`config.mk`:
```
export PLATFORM = sky130hd
export DESIGN_NAME = dmem_arbiter
export DESIGN_NICKNAME = d
export VERILOG_FILES = /design/src/rtl/dmem_arbiter.sv
export SDC_FILE = /design/constraint.sdc
export NUM_CORES = 1
export LEC_CHECK = 0
export CAP_MARGIN = 15
export CELL_PAD_IN_SITES_DETAIL_PLACEMENT = 2
export CELL_PAD_IN_SITES_GLOBAL_PLACEMENT = 2
export CORE_MARGIN = 2
export CORE_UTILIZATION = 19
export CTS_CLUSTER_DIAMETER = 150
export DETAILED_ROUTE_END_ITERATION = 10
export PLACE_DENSITY_LB_ADDON = 0.25
export SETUP_SLACK_MARGIN = 0.15
export SYNTH_ARGS = -nofsm -noshare
export SYNTH_HDL_FRONTEND = slang
export SYNTH_SLANG_ARGS = --single-unit
```
`constraint.sdc`:
```
create_clock -name clk -period 6.1 [get_ports clk]
set_input_delay 1.22 -clock clk [delete_from_list [all_inputs] [get_ports clk]]
set_output_delay 1.22 -clock clk [all_outputs]
set_load 0.02 [all_outputs]
```
`src/rtl/dmem_arbiter.sv`:
```
// Two-port round-robin arbiter in front of the zero-latency data memory.
// Performs alignment checks and returns load data or errors one cycle after the grant.
module dmem_arbiter #(
    parameter int MAX_BURST = 4,
    parameter bit PRIO_RST  = 1'b0
) (
    input  logic        clk,
    input  logic        rst_n,

    input  logic        p0_req,
    input  logic        p0_we,
    input  logic [1:0]  p0_size,
    input  logic        p0_sign,
    input  logic [31:0] p0_addr,
    input  logic [31:0] p0_wdata,
    output logic        p0_gnt,
    output logic        p0_rvalid,
    output logic [31:0] p0_rdata,
    output logic        p0_err,

    input  logic        p1_req,
    input  logic        p1_we,
    input  logic [1:0]  p1_size,
    input  logic        p1_sign,
    input  logic [31:0] p1_addr,
    input  logic [31:0] p1_wdata,
    output logic        p1_gnt,
    output logic        p1_rvalid,
    output logic [31:0] p1_rdata,
    output logic        p1_err,

    output logic        mem_write,
    output logic        mem_sign,
    output logic [1:0]  mem_size,
    output logic [31:0] mem_addr,
    output logic [31:0] mem_wdata,
    input  logic [31:0] mem_rdata
);

    localparam int CNT_W = $clog2(MAX_BURST) + 1;
    localparam logic [CNT_W-1:0] CNT_LAST = CNT_W'(MAX_BURST - 1);
    localparam logic [1:0] SIZE_NONE = 2'b11;

    typedef enum logic {
        PRIO_P0 = 1'b0,
        PRIO_P1 = 1'b1
    } prio_e;

    localparam prio_e PRIO_INIT = PRIO_RST ? PRIO_P1 : PRIO_P0;

    function automatic logic is_illegal(input logic [1:0] size, input logic [1:0] lsb);
        case (size)
            2'b00:   return (lsb != 2'b00);
            2'b01:   return lsb[0];
            2'b10:   return 1'b0;
            default: return 1'b1;
        endcase
    endfunction

    prio_e            ptr_q, ptr_d;
    logic [CNT_W-1:0] cnt_q, cnt_d;

    logic        p0_rvalid_q, p1_rvalid_q;
    logic        p0_err_q, p1_err_q;
    logic [31:0] p0_rdata_q, p1_rdata_q;

    logic        contested;
    logic        gnt_any;
    logic        sel_p1;
    logic        g_we;
    logic        g_sign;
    logic [1:0]  g_size;
    logic [31:0] g_addr;
    logic [31:0] g_wdata;
    logic        g_illegal;
    logic        g_load_ok;

    // Grant selection and memory-port mux; rst_n gates every grant combinationally
    always_comb begin
        contested = p0_req & p1_req;
        gnt_any   = rst_n & (p0_req | p1_req);
        sel_p1    = contested ? (ptr_q == PRIO_P1) : ~p0_req;

        p0_gnt = gnt_any & ~sel_p1;
        p1_gnt = gnt_any & sel_p1;

        g_we    = 1'b0;
        g_sign  = 1'b0;
        g_size  = SIZE_NONE;
        g_addr  = '0;
        g_wdata = '0;
        if (p0_gnt) begin
            g_we    = p0_we;
            g_sign  = p0_sign;
            g_size  = p0_size;
            g_addr  = p0_addr;
            g_wdata = p0_wdata;
        end else if (p1_gnt) begin
            g_we    = p1_we;
            g_sign  = p1_sign;
            g_size  = p1_size;
            g_addr  = p1_addr;
            g_wdata = p1_wdata;
        end

        g_illegal = gnt_any & is_illegal(g_size, g_addr[1:0]);
        g_load_ok = gnt_any & ~g_we & ~g_illegal;

        mem_write = gnt_any & g_we & ~g_illegal;
        mem_size  = (gnt_any & ~g_illegal) ? g_size : SIZE_NONE;
        mem_sign  = g_sign;
        mem_addr  = g_addr;
        mem_wdata = g_wdata;
    end

    // Burst counter only advances while both ports compete
    always_comb begin
        ptr_d = ptr_q;
        cnt_d = '0;
        if (gnt_any && contested) begin
            if (cnt_q == CNT_LAST) begin
                ptr_d = (ptr_q == PRIO_P0) ? PRIO_P1 : PRIO_P0;
                cnt_d = '0;
            end else begin
                cnt_d = cnt_q + 1'b1;
            end
        end
    end

    always_ff @(posedge clk or negedge rst_n) begin
        if (!rst_n) begin
            ptr_q <= PRIO_INIT;
            cnt_q <= '0;
        end else begin
            ptr_q <= ptr_d;
            cnt_q <= cnt_d;
        end
    end

    always_ff @(posedge clk or negedge rst_n) begin
        if (!rst_n) begin
            p0_rvalid_q <= 1'b0;
            p0_err_q    <= 1'b0;
            p0_rdata_q  <= '0;
        end else begin
            p0_rvalid_q <= p0_gnt & g_load_ok;
            p0_err_q    <= p0_gnt & g_illegal;
            if (p0_gnt && g_load_ok) begin
                p0_rdata_q <= mem_rdata;
            end
        end
    end

    always_ff @(posedge clk or negedge rst_n) begin
        if (!rst_n) begin
            p1_rvalid_q <= 1'b0;
            p1_err_q    <= 1'b0;
            p1_rdata_q  <= '0;
        end else begin
            p1_rvalid_q <= p1_gnt & g_load_ok;
            p1_err_q    <= p1_gnt & g_illegal;
            if (p1_gnt && g_load_ok) begin
                p1_rdata_q <= mem_rdata;
            end
        end
    end

    assign p0_rvalid = p0_rvalid_q;
    assign p0_err    = p0_err_q;
    assign p0_rdata  = p0_rdata_q;
    assign p1_rvalid = p1_rvalid_q;
    assign p1_err    = p1_err_q;
    assign p1_rdata  = p1_rdata_q;

endmodule

```
==> impl_metrics.yaml <==
drt:
  detail_route.wirelength_mm: 17.13
  antenna_left: 0
  post_drt_wl_per_cell_um: 20.54
  drt_pass1_iterations: 4
  drt_iter0_markers: 58
  route.detailed.vias_per_inst: 4.248
  vias: 3543
  drc: 0
logic_synthesis:
  synth_area_leaders: "dfrtp_1 49%, a22o_1 15%, mux2_4 12%"
  postSynth.asyncResetShare: 1.000
  mux_contribution_to_synthesized_area: 0.2264
  synth.most_common_cell: "dfrtp_1"
  compound_cell_area_share_of_the_yosys_netlist: 0.1963
  yosysWarnings: 0
  synth_sequential_area_ratio: 0.4916
  synth_top_family_by_area: "multiplexers"
  post_synth_inst_count: 266
  yosys.area_share.simple: 0.03858
  post_synth.cell_area_avg_um2: 13.78
  number_of_register_bits_inferred_by_synthesis: 72
  synth_xor_area_frac: 0.002390
  synth_area_um2: 3665
  postSynth.topFlopCell: "dfrtp_1"
  synth.top_cell.area_share: 0.4916
  post-synth-top-area-cell: "dfrtp_1"
  netlist_top_cells_count: "72 x dfrtp_1, 63 x a22o_1, 29 x mux2_1, 29 x mux2_4, 14 x clkbuf_1"
  synth.distinct_cells: 35
  total_nets_after_synthesis: 439
  synth-adder-area-share: 0.003414
  synth-edff-count: 0
sta:
  final_max_slew_viol_count: 0
  setup-tns-final_ns: 0
  rsz0062_at_grt: "no"
  maxClockFrequency_ghz: 0.2039
  period_minus_slack_ns: 4.905
  timing.final.crit_share: 0.8041
  worst_slew_margin_rel: 0.2874
  timing.clock.skew_ns: 0.003887
  timing_worst_slew_pin_value_ns: 1.064
  hold_violations: 0
  finalSetupViolCount: 0
setup_path:
  reg2regPathDepth: 6
  critical_path.slowest_cell: "clkdlybuf4s50_1"
  worstPathBufferInverterCount: 3
  crit_top_cell: "clkdlybuf4s50_1"
  setup.worst_path.class: "input port to output port"
  crit_fanout: 9
  critPathMaxStageDelay_ns: 0.65
  top_cell_family_by_delay_on_the_critical_path: "buffers and inverters"
  worstPathRequired_ns: 4.88
  timing.reg2reg.setup_slack_ns: 3.27
  crit_arrival_ns: 3.68
  r2r_end: "p0_rdata[12]$_DFFE_PN0P_"
  ordered_cell_list_for_the_critical_path: "clkdlybuf4s50_1, inv_1, o32ai_2, and2_4, nor2_1, a21oi_1, clkdlybuf4s50_1"
  timing.critical_path.to_type: "output port"
  r2r_start: "ptr_q$_DFFE_PN0P_"
  worst_setup_path_start_kind: "input port"
floorplan:
  initial_core_util: 0.1946
  fp.dieH_um: 142.9
  die-width_um: 142.9
  core_area_um2: 18830
  io-pin-count: 310
  die_area_um2: 20410
  core.rowCount: 50
clocking:
  clock_sinks: 72
  numCtsBuffers: 9
  h-tree-depth: 3
  post_cts_buffers: 0
  clkSlewWorstSetupHoldPaths_ns: 0.05
  worst_skew_pair.late_latency_ns: 0.33
  clock_tree.root_cell: "clkbuf_16"
  cts_tree: "done"
  post_cts.resized_instances: 0
  hold_buffers: 0
  cts_max_path_buffers: 2
min_path:
  timing.hold.worst.class: "register to register"
  worst_hold_path.endpoint: "cnt_q[0]$_DFF_PN0_"
  min_from: "cnt_q[0]$_DFF_PN0_"
  hold_depth: 1
flow_run:
  maxCapViolCount: 0
placed_design:
  dp.final_hpwl_mm: 13.84
  place_congestion: 0.7888
  placedInstanceArea_um2: 7020
  placement.io_buffers: 309
power_and_ir_drop:
  power.ir.vdd_worst_uv: 118.9
  totalPowerFinal_mw: 2.054
  cellPowerDensity_nw_per_um2: 281.6
  power.leakage_nw: 3.039
status:
  outcome: "finished, final reports clean"
finish:
  num_antenna_cells: 0
  layout-area-overhead-vs-synth_pct: 99.04
  finalNetCount: 743
  drive_gt1_frac: 0.1185
  design_area_um2: 7295
global_routing:
  grt_pass1_vias: 4112
  grt_antenna_before_repair: 0
  grt.total_usage: 0.1647
  grt-ovfl-total: 0
  pin_count_of_the_biggest_net_entering_global_routing: 74
  global_route_wire_length_before_repair_mm: 25.10
[sequential cells by signal (all words and copies together) (netlist names)]
name	flops
cnt_q	3
p0_rdata	32
ptr_q	1
p0_err	1
p1_rvalid	1
p1_err	1
p0_rvalid	1
p1_rdata	32
[stage by stage]
step | util | hold WS [ns] | cells | worst slack, ns
after floorplan | - | 0.4192 | 266 | 2.129
after global placement | 0.3728 | 0.4301 | 819 | 1.286
after detailed placement | 0.3728 | 0.4551 | 819 | 1.173
after CTS | 0.3874 | 0.4626 | 834 | 1.152
after global routing | 0.3874 | 0.4760 | 834 | 1.016
final | 0.3874 | 0.4570 | 834 | 1.195
[cell type report]
cell class                 count  area (µm²)
clock inverter                 3       17.52
sequential                    72        1802
inverter                       5       18.77
fill                        1945       11540
timing repair buffer         315        3161
clock buffer                  12       256.5
tap                          260       325.3
multi-input combinational    167        1714
[worst register-to-register path: stages, from the launching register on]
cell,delay (ns)
dfrtp_1,0.46
nand2b_1,0.23
a32oi_1,0.37
a211oi_4,0.12
o211ai_4,0.86
buf_4,0.36
mux2_4,0.32
[how the worst max path moves through the flow]
stage                     startpoint      endpoint  cells past startpoint
after floorplan               p1_req  mem_addr[22]                      6
after global placement        p1_req     mem_write                      7
after detailed placement      p1_req     mem_write                      7
after CTS                     p1_req     mem_write                      7
after global routing          p1_req     mem_write                      7
final                         p1_req     mem_write                      7
[power breakdown]
| part | leakage [nW] | internal [mW] | switching (mW) |
|---|---|---|---|
| Sequential | 0.873 | 0.607 | 0.0711 |
| Clock | 0.134 | 0.294 | 0.192 |
| Combinational | 2.03 | 0.499 | 0.391 |
| Total | 3.04 | 1.40 | 0.654 |
[layer usage]
metal	routed length, µm	global-route usage	part of all wire
met3	1238	0.05433	0.072
met4	269	0.04273	0.016
met2	8999	0.2976	0.53
met5	0	0	0
met1	6623	0.1863	0.39
[cell usage in the layout, fill, tap and decap left out, types with 2 or more instances in the layout]
cell type,instances
mux2_2,6
dfrtp_1,72
clkinv_2,2
clkdlybuf4s50_1,308
buf_4,5
nand2_1,6
clkbuf_8,2
nor2b_1,3
mux2_4,29
a22o_1,63
inv_1,5
nand2b_1,4
o32ai_2,3
buf_12,2
mux2_1,29
clkbuf_16,9
nor2_1,2
[kinds of logic after synthesis]
group | after synthesis
simple gates | 25
flops | 72
fa+ha+maj | 1
xor+xnor | 1
mux | 64
buf+inv | 27
compound gates | 76
Note: power is estimated with default switching activity, not from simulation.
